===== src/rtl/hazard_detection_mc_if.sv =====
// Bundle of the hazard unit's pipeline-side signals: the ID/EX operand view and memory/flush
// controls in, the stall and bubble controls plus the performance counters out.
interface hazard_detection_mc_if #(
  parameter int ADDR_W = 5,
  parameter int CNT_W  = 16
);
  logic [ADDR_W-1:0] ID_rs1_i;
  logic [ADDR_W-1:0] ID_rs2_i;
  logic              ID_rs1_use_i;
  logic              ID_rs2_use_i;
  logic [ADDR_W-1:0] EX_rd_i;
  logic              EX_MemRead_i;
  logic              mem_stall_i;
  logic              flush_i;
  logic              PCWrite_o;
  logic              Stall_o;
  logic              NoOp_o;
  logic              MemStall_o;
  logic [CNT_W-1:0]  lu_cnt_o;
  logic [CNT_W-1:0]  mem_cnt_o;

  modport slave (
    input  ID_rs1_i, ID_rs2_i, ID_rs1_use_i, ID_rs2_use_i,
    input  EX_rd_i, EX_MemRead_i, mem_stall_i, flush_i,
    output PCWrite_o, Stall_o, NoOp_o, MemStall_o, lu_cnt_o, mem_cnt_o
  );

  modport master (
    output ID_rs1_i, ID_rs2_i, ID_rs1_use_i, ID_rs2_use_i,
    output EX_rd_i, EX_MemRead_i, mem_stall_i, flush_i,
    input  PCWrite_o, Stall_o, NoOp_o, MemStall_o, lu_cnt_o, mem_cnt_o
  );
endinterface


===== src/rtl/hazard_detection_mc.sv =====
// Load-use hazard unit with a multi-cycle bubble sequence, memory-stall freeze and flush override.
// Optional saturating stall counters are built when HAZARD_PERF_CNT_EN is defined.
module hazard_detection_mc #(
  parameter int ADDR_W = 5,
  parameter int LU_CYC = 1,
  parameter int CNT_W  = 16
) (
  input logic                  clk_i,
  input logic                  rst_i,
  hazard_detection_mc_if.slave bus
);

  typedef enum logic {IDLE, LU_STALL} state_t;

  localparam logic [2:0] BUB_INIT = 3'(LU_CYC - 1);

  state_t            state, next_state;
  logic [2:0]        bub_cnt, next_bub_cnt;
  logic [ADDR_W-1:0] ex_rd;
  logic              hazard;
  logic              pc_write, stall, noop, mem_freeze;

  assign ex_rd  = bus.EX_rd_i;
  assign hazard = bus.EX_MemRead_i && (ex_rd != '0) &&
                  ((bus.ID_rs1_use_i && (bus.ID_rs1_i == ex_rd)) ||
                   (bus.ID_rs2_use_i && (bus.ID_rs2_i == ex_rd)));

  // NOTE: state registers use non-blocking assignments so every flop samples pre-edge values.
  always_ff @(posedge clk_i or posedge rst_i) begin
    if (rst_i) begin
      state   <= IDLE;
      bub_cnt <= '0;
    end else begin
      state   <= next_state;
      bub_cnt <= next_bub_cnt;
    end
  end

  // NOTE: every output of this block is defaulted first so no path can infer a latch.
  always_comb begin
    next_state   = state;
    next_bub_cnt = bub_cnt;
    pc_write     = 1'b1;
    stall        = 1'b0;
    noop         = 1'b0;
    mem_freeze   = 1'b0;
    // Outputs are gated by reset so the pipeline sees run values while reset is held.
    if (!rst_i) begin
      if (bus.mem_stall_i) begin
        mem_freeze = 1'b1;
        pc_write   = 1'b0;
        stall      = 1'b1;
      end else if (bus.flush_i) begin
        next_state   = IDLE;
        next_bub_cnt = '0;
      end else begin
        unique case (state)
          IDLE: begin
            if (hazard) begin
              pc_write = 1'b0;
              stall    = 1'b1;
              noop     = 1'b1;
              if (LU_CYC > 1) begin
                next_state   = LU_STALL;
                next_bub_cnt = BUB_INIT;
              end
            end
          end
          LU_STALL: begin
            pc_write = 1'b0;
            stall    = 1'b1;
            noop     = 1'b1;
            if (bub_cnt == 3'd1) begin
              next_state   = IDLE;
              next_bub_cnt = '0;
            end else begin
              next_bub_cnt = bub_cnt - 3'd1;
            end
          end
        endcase
      end
    end
  end

  assign bus.PCWrite_o  = pc_write;
  assign bus.Stall_o    = stall;
  assign bus.NoOp_o     = noop;
  assign bus.MemStall_o = mem_freeze;

`ifdef HAZARD_PERF_CNT_EN
  logic [CNT_W-1:0] lu_cnt, mem_cnt;

  always_ff @(posedge clk_i or posedge rst_i) begin
    if (rst_i) begin
      lu_cnt  <= '0;
      mem_cnt <= '0;
    end else begin
      if (noop && (lu_cnt != '1))
        lu_cnt <= lu_cnt + CNT_W'(1);
      if (mem_freeze && (mem_cnt != '1))
        mem_cnt <= mem_cnt + CNT_W'(1);
    end
  end

  assign bus.lu_cnt_o  = lu_cnt;
  assign bus.mem_cnt_o = mem_cnt;
`else
  assign bus.lu_cnt_o  = {CNT_W{1'b0}};
  assign bus.mem_cnt_o = {CNT_W{1'b0}};
`endif

endmodule


===== src/flat_wrapper.sv =====
// flat-port wrapper written by rule: the top's interface ports become plain ports
module hazard_detection_mc_flat 
#(
  parameter int ADDR_W = 5,
  parameter int LU_CYC = 1,
  parameter int CNT_W  = 16
)
  (clk_i, rst_i, bus_ID_rs1_i, bus_ID_rs2_i, bus_ID_rs1_use_i, bus_ID_rs2_use_i, bus_EX_rd_i, bus_EX_MemRead_i, bus_mem_stall_i, bus_flush_i, bus_PCWrite_o, bus_Stall_o, bus_NoOp_o, bus_MemStall_o, bus_lu_cnt_o, bus_mem_cnt_o);
  hazard_detection_mc_if #(.ADDR_W(ADDR_W), .CNT_W(CNT_W)) bus_i ();
  input logic clk_i;
  input logic rst_i;
  input wire logic [$bits(bus_i.ID_rs1_i)-1:0] bus_ID_rs1_i;
  input wire logic [$bits(bus_i.ID_rs2_i)-1:0] bus_ID_rs2_i;
  input wire logic [$bits(bus_i.ID_rs1_use_i)-1:0] bus_ID_rs1_use_i;
  input wire logic [$bits(bus_i.ID_rs2_use_i)-1:0] bus_ID_rs2_use_i;
  input wire logic [$bits(bus_i.EX_rd_i)-1:0] bus_EX_rd_i;
  input wire logic [$bits(bus_i.EX_MemRead_i)-1:0] bus_EX_MemRead_i;
  input wire logic [$bits(bus_i.mem_stall_i)-1:0] bus_mem_stall_i;
  input wire logic [$bits(bus_i.flush_i)-1:0] bus_flush_i;
  output wire logic [$bits(bus_i.PCWrite_o)-1:0] bus_PCWrite_o;
  output wire logic [$bits(bus_i.Stall_o)-1:0] bus_Stall_o;
  output wire logic [$bits(bus_i.NoOp_o)-1:0] bus_NoOp_o;
  output wire logic [$bits(bus_i.MemStall_o)-1:0] bus_MemStall_o;
  output wire logic [$bits(bus_i.lu_cnt_o)-1:0] bus_lu_cnt_o;
  output wire logic [$bits(bus_i.mem_cnt_o)-1:0] bus_mem_cnt_o;
  assign bus_i.ID_rs1_i = bus_ID_rs1_i;
  assign bus_i.ID_rs2_i = bus_ID_rs2_i;
  assign bus_i.ID_rs1_use_i = bus_ID_rs1_use_i;
  assign bus_i.ID_rs2_use_i = bus_ID_rs2_use_i;
  assign bus_i.EX_rd_i = bus_EX_rd_i;
  assign bus_i.EX_MemRead_i = bus_EX_MemRead_i;
  assign bus_i.mem_stall_i = bus_mem_stall_i;
  assign bus_i.flush_i = bus_flush_i;
  assign bus_PCWrite_o = bus_i.PCWrite_o;
  assign bus_Stall_o = bus_i.Stall_o;
  assign bus_NoOp_o = bus_i.NoOp_o;
  assign bus_MemStall_o = bus_i.MemStall_o;
  assign bus_lu_cnt_o = bus_i.lu_cnt_o;
  assign bus_mem_cnt_o = bus_i.mem_cnt_o;
  hazard_detection_mc #(.ADDR_W(ADDR_W), .LU_CYC(LU_CYC), .CNT_W(CNT_W)) u_core (.clk_i(clk_i), .rst_i(rst_i), .bus(bus_i));
endmodule

===== config.mk =====
export PLATFORM = sky130hd
export DESIGN_NAME = hazard_detection_mc_flat
export DESIGN_NICKNAME = d
export VERILOG_FILES = /design/src/rtl/hazard_detection_mc_if.sv /design/src/rtl/hazard_detection_mc.sv /design/src/flat_wrapper.sv
export SDC_FILE = /design/constraint.sdc
export NUM_CORES = 1
export LEC_CHECK = 0
export ABC_AREA = 0
export BUFFER_PORTS_ARGS = -buffer_cell sky130_fd_sc_hd__buf_2
export CAP_MARGIN = 20
export CORE_UTILIZATION = 36
export CTS_BUF_LIST = sky130_fd_sc_hd__clkbuf_16
export CTS_CLUSTER_DIAMETER = 40
export DETAILED_ROUTE_END_ITERATION = 6
export PLACE_DENSITY = 0.75
export SLEW_MARGIN = 0
export SYNTH_ARGS = -nofsm -noshare
export SYNTH_HDL_FRONTEND = slang
export SYNTH_SLANG_ARGS = --single-unit
export TNS_END_PERCENT = 1

===== constraint.sdc =====
create_clock -name clk_i -period 1.85 [get_ports clk_i]
set_clock_uncertainty 0.05 [all_clocks]
set_input_delay 0.37 -clock clk_i [delete_from_list [all_inputs] [get_ports clk_i]]
set_output_delay 0.37 -clock clk_i [all_outputs]
set_load 0.005 [all_outputs]

Word-level counts from Yosys, hierarchy flattened
Index checks and enable logic that the tools add are counted.
W data, S select, Z words.
- output and inout bits: 36
- flip-flop bits (word level): 4
- logic and storage cells: 38
- reduce and logical (&&, ||, !) cells: 9
- add/subtract/negate cells: 1
- equality and inequality tests: 3
- multiplexer cells: 20
- bitwise operators: 3
- operators with widths (cell ; number):
    $mux W1 ; 15
    $eq A5 B5 Y1 ; 2
    $mux W3 ; 3
    $reduce_bool A5 Y1 ; 1
    $logic_and A1 B1 Y1 ; 4
    $pmux W1 S2 ; 2
    $eq A3 B1 Y1 const B ; 1
    $not A1 Y1 ; 3
    $reduce_and A3 Y1 ; 1
    $sub A3 B1 Y3 const B ; 1
    $reduce_and A2 Y1 ; 1
    $reduce_bool A2 Y1 ; 1
    $logic_or A1 B1 Y1 ; 1

Longest topological paths before layout
- depth in word-level cells: 9
- depth in mapped cells: 5
- depth with buffers taken out: 5

Least setup slack after synthesis
OpenSTA, ideal clock, no wires.
- kind: input-to-output
- start: input bus_EX_rd_i[0]
- end: output bus_PCWrite_o
- data required time: 1430 ps
- slack: 198 ps
- data arrival time: 1232 ps
- stages: 4
- cells stage by stage: or4_1 -> o21ai_1 -> or3_1 -> o21a_1
- cells in the longest elaborated chain, start to end: 9
- elaborated cells on any way between the ends: 13
- RTL lines (item ; RTL line ; text):
    start: declaration ; flat_wrapper.sv:16 ; input wire logic [$bits(bus_i.EX_rd_i)-1:0] bus_EX_rd_i;
    $eq A5 B5 Y1, on equally long branches ; hazard_detection_mc.sv:25, hazard_detection_mc.sv:26 ;
    $logic_and A1 B1 Y1, on equally long branches ; hazard_detection_mc.sv:25, hazard_detection_mc.sv:26 ;
    $logic_or A1 B1 Y1 ; hazard_detection_mc.sv:25 ; ((bus.ID_rs1_use_i && (bus.ID_rs1_i == ex_rd)) ||
    $logic_and A1 B1 Y1 (*) ; hazard_detection_mc.sv:24 ; assign hazard = bus.EX_MemRead_i && (ex_rd != '0) &&
    $mux W1 (*) ; hazard_detection_mc.sv:59 ; if (hazard) begin
    $pmux W1 S2 (*) ; hazard_detection_mc.sv:57 ; unique case (state)
    $mux W1 (*) ; hazard_detection_mc.sv:53 ; end else if (bus.flush_i) begin
    $mux W1 (*) ; hazard_detection_mc.sv:49 ; if (bus.mem_stall_i) begin
    $mux W1 (*) ; hazard_detection_mc.sv:48 ; if (!rst_i) begin
    end: declaration ; flat_wrapper.sv:20 ; output wire logic [$bits(bus_i.PCWrite_o)-1:0] bus_PCWrite_o;
Every way passes the cells marked *; elsewhere a longest branch is shown, timed or not.

Final worst setup path
- start: input bus_EX_rd_i[2]
- end: output bus_PCWrite_o
The elaborated chain is that of the path after synthesis.

==> summary.txt <==
Outcome
  • Status: finished with violations
  • Failing checks: DRC, setup timing

Timing
  • FMAX: 0.518 GHz
  • Fin crit period: 1930 ps
  • Max Transition Viols Final: 0
  • Fin worst setup slack: -79.9 ps
  • Final-report setup violation count: 3
  • Fin Hold WS: 26.2 ps
  • RSZ-0062 raised after global routing: true
  • Period utilization: 104%
  • Final Hold Viols: 0

CTS
  • H-tree Lvls: 1
  • Sink Count: 4
  • CTS tree: done
  • Clock latency on the worst-skew pair: 230 ps
  • Cts bufs inserted: 3
  • Reg clk slew, reported paths: 30 ps
  • Clock buffer depth: 2
  • Clk root buf: clkbuf_16
  • Post CTS Setup Buffer Count: 0

Worst setup path
  • Arrival time at the worst endpoint: 1510 ps
  • Startpoint types: input port
  • Worst-path fanout max: 3
  • Crit Path Category: in -> out
  • Crit end category: primary output
  • Worst EP required: 1430 ps

Die
  • Overall die width: 43.9 um
  • Rows: 14
  • Initial Util: 40.1%
  • Top Ports: 58
  • Core ar.: 1580 sq um
  • Die height: 43.9 um
  • Die ar.: 1930 sq um

Routing
  • Top Layer Used: met4
  • Final ANT Viol Nets: 0
  • Routed wl met2: 682 um
  • Drt first pass iters: 6
  • Drt initial violations: 13
  • WL met3: 94 um
  • Post-Route M1 WL: 384 um
  • Vias post-DR: 547
  • Final WL: 1220 um
  • Routed len/inst: 9.74 um
  • Vias per inst: 4.38
  • Remaining DRCs: 5

Layout
  • Final Cell Area: 758 sq um
  • Commonest cells after routing, fill and taps aside: 32 x conb_1, 24 x buf_2, 8 x xor2_1
  • Share of cells above drive strength 1: 29.4%
  • NumNets Final: 135
  • Area delta synth->final: 20.0%
  • Leading cell type in the layout, fill and taps excluded: conb_1
  • N_diodes: 0
  • Layout Cells excl Fill: 125

Logic synthesis
  • Cells taking the most area after synthesis: buf_4 38%, dfrtp_1 16%, xor2_1 11%
  • Synth Warn #: 0
  • Number of register bits inferred by synthesis: 4
  • Yosys top cell area share: 38.0%
  • Post-synth top area cell: buf_4
  • Yosys cell types: 25
  • Simple-gate share of the synthesized area: 12.3%
  • Post-Synth Adder-Cell Area: 3.96%
  • Largest family of logic cells by synthesized area: buffers and inverters
  • Sequential area share after synthesis: 15.8%
  • Mapped Cells: 81
  • Synth Area in XOR/XNOR: 13.9%
  • Netlist Area Pre-Place: 632 sq um
  • Synth Area per Inst: 7.80 sq um
  • Mux cell area share after synthesis: 0%
  • Post-synthesis compound-gate area fraction: 12.5%

Global routing
  • Gr usage total: 13.2%
  • Initial antenna violation count: 0
  • Pin count of the biggest net entering global routing: 6
  • First-pass GRT wire length: 1700 um
  • Number of global-route vias before repair: 469
  • GRT overflow: 0

Placement
  • PortBufs: 25
  • DPL Wire Length: 1040 um
  • GPL Wtd Cong: 0.708
  • Placed inst area: 661 sq um
  • # placed instances: 122

Hold path
  • Worst Hold Class: in -> async

Flow run
  • Max-cap violations: 0

Pwr
  • PD cells: 707 nW/um^2
  • Pleak: 0.000421 uW
  • Peak VDD IR: 0.000647 V
[state kept, by name, indices dropped and copies added, names as in the netlist]
register,count
u_core.state,1
u_core.bub_cnt,3
[worst max-delay path, stage by stage]
cell     delay (ps)
buf_8           100
or4_4           520
o21ai_2         170
or3_4           140
o21a_1          100
buf_2           100
[cell usage after synthesis]
library cell	instances
nand3_1	1
xor2_1	8
buf_4	32
and2_0	1
o21ai_1	1
o21ai_0	6
nor4_1	2
o21a_1	1
nor3b_1	1
ha_1	2
or3_1	1
a21o_1	1
conb_1	1
a21oi_1	1
or4_1	1
nand3b_1	1
nor2_1	3
dfrtp_1	4
xnor2_1	2
nand2_1	2
o31a_1	1
a31oi_1	1
nor2b_1	1
a32oi_1	1
inv_1	5
[cell type report]
| cell class | instances | area, sq um |
|---|---|---|
| clock buffers | 3 | 75.1 |
| well taps | 16 | 20.0 |
| repair buffers | 26 | 143 |
| multi-input cells | 71 | 402 |
| flip-flops and latches | 4 | 100 |
| fillers | 166 | 818 |
| inverters | 5 | 18.8 |
[logic make-up after synthesis]
group | count (synthesis)
xor gates and xnor gates | 10
DFF | 4
adders and majority gates | 2
other | 1
and+or+nand+nor | 14
buffers and inverters | 37
AOI/OAI and AO/OA | 13
[per-stage QoR]
stage          total power, uW  setup slack, ps  TNS (ps)  util (%)
4_1_cts                    535            -70.2      -172      46.7
3_3_place_gp               190            -74.5      -196      41.9
5_1_grt                    561             -127      -361      48.1
2_1_floorplan              199              198         0         -
3_5_place_dp               194            -94.7      -241      41.9
6_report                   536            -79.9      -204      48.1
[path summary, 6_finish.rpt]
| path | from | slack, ps | to | cells past startpoint |
|---|---|---|---|---|
| setup / recovery | bus_EX_rd_i[2] | -80 | bus_PCWrite_o | 6 |
| hold / removal | rst_i | 30 | u_core.bub_cnt[2] | 2 |
| setup reg to reg | u_core.bub_cnt[0] | 600 | u_core.bub_cnt[1] | 4 |
| hold reg to reg | u_core.bub_cnt[1] | 420 | u_core.bub_cnt[1] | 1 |
| max in group asynchronous | rst_i | 1560 | u_core.bub_cnt[1] | 2 |
| min in group clk_i | bus_mem_stall_i | 350 | u_core.state | 2 |
[where the power goes]
group          internal, uW  switching (uW)  total (uW)
clock                   276            61.4         338
sequential             92.1            1.76        93.8
combinational          46.5            58.2         105
[metal layers]
layer | vias to the layer above | track usage [%]
li1 | 260 | -
met1 | 238 | 10.4
met2 | 45 | 25.1
met3 | 4 | 2.50
met4 | 0 | 14.5
met5 | - | 0
[what timing repair did]
item | in CTS | in global routing
endpoints found under the setup margin | 3 | 3
pin swaps | 2 | 3
gates resized for setup | 0 | 7
hold buffers | 0 | 0
Note: power is estimated with default switching activity, not from simulation.
